**src/rtl/ps2_pkg.sv**
```systemverilog
// rtl/ps2_pkg.sv - shared PS/2 receiver types, frame constants and parity helper
package ps2_pkg;

  localparam int PS2_DATA_BITS  = 8;
  localparam int PS2_FRAME_BITS = 11;
  localparam int STREAM_W       = 32;

  typedef enum logic [1:0] {
    ST_IDLE   = 2'd0,
    ST_DATA   = 2'd1,
    ST_PARITY = 2'd2,
    ST_STOP   = 2'd3
  } ps2_state_e;

  // Odd parity: data bits plus parity bit must contain an odd number of ones.
  function automatic logic parity_ok(input logic [PS2_DATA_BITS-1:0] data, input logic parity);
    return ^{data, parity};
  endfunction

endpackage

```
**src/rtl/stream_fifo.sv**
```systemverilog
// rtl/stream_fifo.sv - first-word-fall-through FIFO with push/full input and stb/ack output
module stream_fifo #(
  parameter int WIDTH = 32,
  parameter int DEPTH = 4
) (
  input  logic             clk,
  input  logic             rst,
  input  logic [WIDTH-1:0] push_data,
  input  logic             push,
  output logic             full,
  output logic [WIDTH-1:0] data,
  output logic             stb,
  input  logic             ack
);

  localparam int AW = (DEPTH > 1) ? $clog2(DEPTH) : 1;
  localparam logic [AW:0] FULL_CNT = (AW+1)'(DEPTH);

  logic [WIDTH-1:0] mem [DEPTH];
  logic [AW-1:0]    wr_ptr;
  logic [AW-1:0]    rd_ptr;
  logic [AW:0]      count;
  logic             pop;
  logic             wr_en;

  // A pop frees a slot in the same cycle, so a push into a full FIFO still lands.
  assign pop   = stb & ack;
  assign wr_en = push & (~full | pop);
  assign full  = (count == FULL_CNT);
  assign stb   = (count != '0);
  // Head word is forced to zero while empty so the output is clean after reset.
  assign data  = stb ? mem[rd_ptr] : '0;

  // Storage array; contents are only meaningful between the pointers.
  always_ff @(posedge clk) begin
    if (wr_en) mem[wr_ptr] <= push_data;
  end

  // Pointer and occupancy bookkeeping; depth is a power of two so pointers wrap naturally.
  always_ff @(posedge clk or negedge rst) begin
    if (!rst) begin
      wr_ptr <= '0;
      rd_ptr <= '0;
      count  <= '0;
    end else begin
      if (wr_en) wr_ptr <= wr_ptr + AW'(1);
      if (pop)   rd_ptr <= rd_ptr + AW'(1);
      case ({wr_en, pop})
        2'b10:   count <= count + (AW+1)'(1);
        2'b01:   count <= count - (AW+1)'(1);
        default: count <= count;
      endcase
    end
  end

endmodule

```
**src/rtl/ps2_rx_stream.sv**
```systemverilog
// rtl/ps2_rx_stream.sv - PS/2 device-to-host frame receiver feeding a buffered scancode stream
module ps2_rx_stream
  import ps2_pkg::*;
#(
  parameter int FIFO_DEPTH = 4,
  parameter int TIMEOUT    = 20000
) (
  input  logic                clk,
  input  logic                rst,
  input  logic                ps2_clk,
  input  logic                ps2_data,
  output logic [STREAM_W-1:0] output_ps2,
  output logic                output_ps2_stb,
  input  logic                output_ps2_ack,
  output logic                frame_error,
  output logic                overflow
);

  localparam int                 TW       = $clog2(TIMEOUT + 1);
  localparam logic [TW-1:0]      TO_MAX   = TW'(TIMEOUT);
  localparam logic [2:0]         LAST_BIT = 3'(PS2_DATA_BITS - 1);

  logic                     clk_s1, clk_s2, clk_s3;
  logic                     data_s1, data_s2;
  logic                     fall;
  ps2_state_e               state;
  logic [2:0]               bit_cnt;
  logic [PS2_DATA_BITS-1:0] shreg;
  logic                     parity_bit;
  logic [TW-1:0]            to_cnt;
  logic                     timeout;
  logic                     frame_ok;
  logic                     push;
  logic                     fifo_full;

  // Two-flop synchronisers; the extra clock flop gives the previous level for edge detection.
  // Reset to 1 (idle bus level) so no spurious edge appears on release.
  always_ff @(posedge clk or negedge rst) begin
    if (!rst) begin
      clk_s1  <= 1'b1;
      clk_s2  <= 1'b1;
      clk_s3  <= 1'b1;
      data_s1 <= 1'b1;
      data_s2 <= 1'b1;
    end else begin
      clk_s1  <= ps2_clk;
      clk_s2  <= clk_s1;
      clk_s3  <= clk_s2;
      data_s1 <= ps2_data;
      data_s2 <= data_s1;
    end
  end

  assign fall     = clk_s3 & ~clk_s2;
  assign timeout  = (state != ST_IDLE) && !fall && (to_cnt == TO_MAX);
  assign frame_ok = data_s2 && parity_ok(shreg, parity_bit);
  assign push     = fall && (state == ST_STOP) && frame_ok;

  // Frame FSM and inactivity timer; an edge always wins over a coincident timeout.
  always_ff @(posedge clk or negedge rst) begin
    if (!rst) begin
      state       <= ST_IDLE;
      bit_cnt     <= '0;
      shreg       <= '0;
      parity_bit  <= 1'b0;
      to_cnt      <= '0;
      frame_error <= 1'b0;
    end else begin
      frame_error <= 1'b0;
      if (state == ST_IDLE || fall) to_cnt <= '0;
      else if (to_cnt != TO_MAX)    to_cnt <= to_cnt + TW'(1);

      if (timeout) begin
        state       <= ST_IDLE;
        frame_error <= 1'b1;
      end else if (fall) begin
        unique case (state)
          ST_IDLE: begin
            if (!data_s2) begin
              state   <= ST_DATA;
              bit_cnt <= '0;
            end else begin
              frame_error <= 1'b1;
            end
          end
          ST_DATA: begin
            shreg   <= {data_s2, shreg[PS2_DATA_BITS-1:1]};
            bit_cnt <= bit_cnt + 3'd1;
            if (bit_cnt == LAST_BIT) state <= ST_PARITY;
          end
          ST_PARITY: begin
            parity_bit <= data_s2;
            state      <= ST_STOP;
          end
          ST_STOP: begin
            frame_error <= !frame_ok;
            state       <= ST_IDLE;
          end
        endcase
      end
    end
  end

  // Flags a good byte that finds the FIFO full with no pop to make room.
  always_ff @(posedge clk or negedge rst) begin
    if (!rst) overflow <= 1'b0;
    else      overflow <= push & fifo_full & ~(output_ps2_stb & output_ps2_ack);
  end

  stream_fifo #(
    .WIDTH (STREAM_W),
    .DEPTH (FIFO_DEPTH)
  ) u_fifo (
    .clk       (clk),
    .rst       (rst),
    .push_data ({{(STREAM_W-PS2_DATA_BITS){1'b0}}, shreg}),
    .push      (push),
    .full      (fifo_full),
    .data      (output_ps2),
    .stb       (output_ps2_stb),
    .ack       (output_ps2_ack)
  );

endmodule

```
**config.mk**
```make
export PLATFORM = sky130hd
export DESIGN_NAME = ps2_rx_stream
export DESIGN_NICKNAME = d
export VERILOG_FILES = /design/src/rtl/ps2_pkg.sv /design/src/rtl/stream_fifo.sv /design/src/rtl/ps2_rx_stream.sv
export SDC_FILE = /design/constraint.sdc
export NUM_CORES = 1
export LEC_CHECK = 0
export ABC_AREA = 1
export BUFFER_PORTS_ARGS = -buffer_cell sky130_fd_sc_hd__buf_2
export CORE_ASPECT_RATIO = 1.4
export CORE_MARGIN = 2
export CORE_UTILIZATION = 45
export CTS_CLUSTER_DIAMETER = 150
export DETAILED_ROUTE_END_ITERATION = 8
export PLACE_DENSITY = 0.72
export SKIP_CTS_REPAIR_TIMING = 1
export SLEW_MARGIN = 20
export SYNTH_ARGS = -nofsm -noshare
export SYNTH_HDL_FRONTEND = slang
export SYNTH_HIERARCHICAL = 1
export SYNTH_SLANG_ARGS = --single-unit
```
**constraint.sdc**
```tcl
create_clock -name clk -period 4.1 [get_ports clk]
set_clock_uncertainty 0.05 [all_clocks]
set_input_delay 1.23 -clock clk [delete_from_list [all_inputs] [get_ports clk]]
set_output_delay 1.23 -clock clk [all_outputs]
set_load 0.02 [all_outputs]
```
# --- Word level (Yosys, flattened, before mapping) ---
# Memories as Yosys holds them, arrays and structs flattened.
# Cells that the tools add are included.
word_totals:
  regBits: 43
  mem_bits_rw: 32
  output_inout_bits: 35
  elab_cells: 81
  n_memories: 1
classes:
  add_sub_neg: 6
  n_eq_ne: 12
  muxes: 17
  bitwise: 10
  reduce_logical: 20
memory_table:
  columns: ["memory", "words", "word_bits", "read_ports", "rd_clocked_by_memory_dff", "write_ports", "line_no", "text"]
  rows:
  - ["u_fifo.mem", 4, 8, 1, 0, 1, "stream_fifo.sv:19", "logic [WIDTH-1:0] mem [DEPTH];"]
ops:
  columns: ["cell", "count"]
  rows:
  - ["$mux 32", 1]
  - ["$mux 15", 2]
  - ["$add 15x1->15 const B", 1]
  - ["$eq 15x15->1 const B", 1]
  - ["$ne 15x15->1 const B", 1]
  - ["$pmux 3 s2", 2]
  - ["$reduce_bool 2->1", 5]
  - ["$reduce_and 3->1", 3]
  - ["$reduce_xor 9->1", 1]
  - ["$mux 2", 4]
  - ["$pmux 2 s4", 1]
  - ["$add 3x1->3 const B", 2]
  - ["$eq 2x2->1 const B", 3]
  - ["$eq 3x3->1 const B", 2]
  - ["$ne 3x3->1 const B", 2]
  - ["$and 1x1->1", 5]
  - ["$logic_and 1x1->1", 5]
  - ["$mux 1", 5]
  - ["$add 2x1->2 const B", 2]
  - ["$eq 2x1->1 const B", 2]
  - ["$not 1->1", 4]
  - ["$reduce_and 4->1", 1]
  - ["$mux 3", 1]
  - ["$reduce_bool 3->1", 1]
  - ["7 further kinds", 8]

# --- Depth between registers and ports, before layout ---
logic_depth:
  depth_word: 7
  mapped_depth: 16

# --- Hierarchy ---
# The synthesis kept the hierarchy.
modules_own_cells:
  columns: ["module", "instances", "cells_each", "area_per_inst_um2"]
  rows:
  - ["stream_fifo", 1, 433, 5403.9]
  - ["ps2_rx_stream", 1, 220, 1880.6]

# --- Worst setup path before layout ---
# Ideal clock, no wire load.
synth_path:
  path_kind: "input to register"
  startpoint: "input output_ps2_ack"
  endpoint: "memory u_fifo/mem[0][0] (netlist name) (enable)"
  setup_time_ps: 421
  arrival_time_ps: 2678
  required_ps: 3629
  path_slack_ps: 951
  stages: 2
  path_buffers: 0
  path_cell_list: "o21ai_4 nor2_1"
synth_between:
  elab_chain_cells: 5
synth_rtl:
  columns: ["item", "line_no", "text"]
  rows:
  - ["from (decl)", "ps2_rx_stream.sv:14", "input logic output_ps2_ack,"]
  - ["$and 1x1->1", "stream_fifo.sv:27", "assign pop = stb & ack;"]
  - ["$or 1x1->1", "stream_fifo.sv:28", "assign wr_en = push & (~full | pop);"]
  - ["$and 1x1->1", "stream_fifo.sv:28", null]
  - ["$mux 1", "stream_fifo.sv:36", "if (wr_en) mem[wr_ptr] <= push_data;"]
  - ["$mux 1 (implied by the code)", "stream_fifo.sv:36", null]
  - ["to (decl)", "stream_fifo.sv:19", null]
# Every way passes these cells.

==> metrics.cfg <==
[status]
status = completed

[critical_path]
critPathKind = reg -> out
required_ps = 2820
critPathMaxStageDelay_ps = 530
crit_top_cell = nor2_1
crit_chain = buf_4, nor2_1, nor2_1, o21ai_0, a21oi_1, buf_2
crit_buf_inv = 2
start_kind = register
slowest_stage = buf_4
end_kind = output pin
crit_fanout = 65
cpLargestDelayFamily = buffers and inverters
arrival_ps = 2120

[floorplanning]
rows = 55
io_pins = 40
dieArea_um2 = 17200
core_area_um2 = 16000
start_util_pct = 45.4
fp.dieH_um = 155
die-width_um = 112

[grt]
first_global_vias = 4763
grtUsageTotal_pct = 16.4
antenna_found_initial = 0
grt_pass1_wl_mm = 22.1
grt_max_degree = 66
grt-ovfl-total = 0

[detailed_routing]
dr.first_iter.drc_count = 281
drt.antenna.violating_nets = 0
vias_per_cell = 4.75
dr.pass1.iters = 5
wire_per_inst_um = 13.1
vias = 4766
route.detailed.drc = 0
wl_mm = 13.2

[synth]
yosys.area.top_type_share_pct = 52.8
ys.flop_type = edfxtp_1
synth.distinct_cells = 40
syn_avg_cell_area_um2 = 11.2
synth_edf_count = 128
syn_area_um2 = 7280
synth.most_common_cell = nor2_1
syn_inst = 653
yosysWarnings = 6
synth-seq-area-share_pct = 67.6
ys_async_sr_fraction_pct = 25.1
yosysTopAreaCell = edfxtp_1
synth_commonest_cells = 152 x nor2_1, 128 x edfxtp_1, 62 x nand2_1
synthTopCellsByArea = edfxtp_1 53%, dfrtp_1 13%, nor2_1 7.8%
ys_ff_latch = 171

[power_and_ir_drop]
ir_worst_vdd_mv = 0.394
p_per_area_nw_per_um2 = 657
p_leak_nw = 3.49

[sta]
worstMarginPinSlew_ps = 951
setup_viol = 0
rsz0062_at_grt = no
whs_ps = 306
relSlewSlack_pct = 36.6
fin_ws_ps = 705
tns_ps = 0
timing.fmax_mhz = 295
finalHoldViolCount = 0
fin_crit_sh_pct = 82.8
finalCriticalPeriod_ps = 3400
drv_slew = 0

[layout]
syn_to_final_growth_pct = 17.9
nNetsFinal = 811
finalNonFillerCells = 1004
drive_gt1_share_pct = 12.8
fillers = 1350
post-route-util_pct = 53.6
antenna_cells = 0

[cts]
cts_tree = built
clk_latency_ps = 420
cts.sinks = 171
h-tree-depth = 4
clk_pin_slew_ps = 70
cts_buffers = 17
clock-root-buffer = clkbuf_16
clk_path_buf_depth = 2

[place]
gp_congestion = 0.806
portBuffers = 39
hpwlAfterDp_mm = 8.57
place_inst = 972
pre_cts_slack_ps = 1130

[job]
cap_violations = 0

[worst_hold_path]
hold_class = reg -> reg

==> final cells by class <==
cell class	instances	area [um^2]	share of cell area, %
Sequential cell	171	4930	57.4
Timing Repair Buffer	51	310	3.61
Clock buffer	21	440	5.13
Tap cell	199	249	2.90
Clock inverter	11	96.3	1.12
Multi-Input combinational cell	505	2390	27.8
Inverter	46	173	2.01
==> logic make-up (layout without fill, tap and decap cells) <==
logic type,after synthesis,count (layout),synth area share [%]
other,1,96,0.0515
XOR/XNOR,6,6,0.722
buffers and inverters,72,129,4.59
multiplexers,2,2,0.309
AND/OR/NAND/NOR,247,247,14.1
adder cells (fa/ha/maj),14,14,2.51
AO/OA/AOI/OAI,140,140,10.1
flip-flops,171,171,67.6
==> routing by layer <==
metal / wire length [um] / up-vias / part of all wire (%) / global-route usage, %
li1: - / 2410 / - / -
met1: 5210 / 2251 / 40 / 18.5
met2: 7160 / 83 / 54 / 28.9
met3: 461 / 22 / 3.5 / 4.47
met4: 341 / 0 / 2.6 / 7.94
met5: 0 / - / 0 / 0
==> state kept, by name (all words and copies together), names as in the netlist, 2 cells and up <==
name	cells
u_fifo/mem	128
bit_cnt	3
to_cnt	15
shreg	8
state	2
u_fifo/count	3
u_fifo/rd_ptr	2
u_fifo/wr_ptr	2
==> placed cells by master (no fill, tap or decap), types with 2 or more instances in the layout <==
cell / Yosys / layout
xor2_1: 3 / 3
o21a_1: 2 / 2
a21oi_1: 46 / 46
clkinv_4: 0 / 3
nand3_1: 11 / 11
clkbuf_1: 2 / 4
nand2_2: 3 / 3
nor2_2: 3 / 7
o21ai_0: 44 / 44
buf_2: 13 / 39
nand2_1: 62 / 62
mux2_2: 2 / 2
clkinv_1: 1 / 4
dfrtp_1: 38 / 37
nand4_1: 5 / 5
inv_1: 44 / 44
nor2_1: 152 / 148
conb_1: 1 / 96
clkbuf_16: 0 / 17
clkinvlp_4: 0 / 2
ha_1: 13 / 13
nor3_1: 3 / 3
buf_4: 1 / 10
dfstp_2: 5 / 5
edfxtp_1: 128 / 128
o21ai_1: 42 / 42
buf_12: 0 / 2
a32o_1: 2 / 2
nor2_4: 2 / 2
xnor2_1: 3 / 3
==> final timing paths <==
check | from | end | slack [ps] | depth (start not counted)
hold / removal | clk_s1 | clk_s2 | 310 | 0
setup reg to reg | shreg[3] | u_fifo/mem[3][6] | 1310 | 11
hold reg to reg | clk_s1 | clk_s2 | 310 | 0
setup / recovery | u_fifo/rd_ptr[0] | output_ps2[9] | 700 | 6
max in group asynchronous | rst | u_fifo/rd_ptr[0] | 2430 | 1
min in group asynchronous | rst | to_cnt[9] | 910 | 1
==> through the flow <==
stage | area [um^2] | total power, mW
after floorplan | 7640 | 3.70
after global placement | 8050 | 4.20
after detailed placement | 8050 | 4.24
after CTS | 8590 | 5.71
after global routing | 8590 | 6.04
final | 8590 | 5.64
==> where the power goes <==
group	leakage (nW)	internal [mW]	switching, mW
Clock	0.254	0.832	0.625
Sequential	1.72	2.01	0.111
Combinational	1.51	0.668	1.40
No activity file was read; power rests on OpenSTA's default activity.
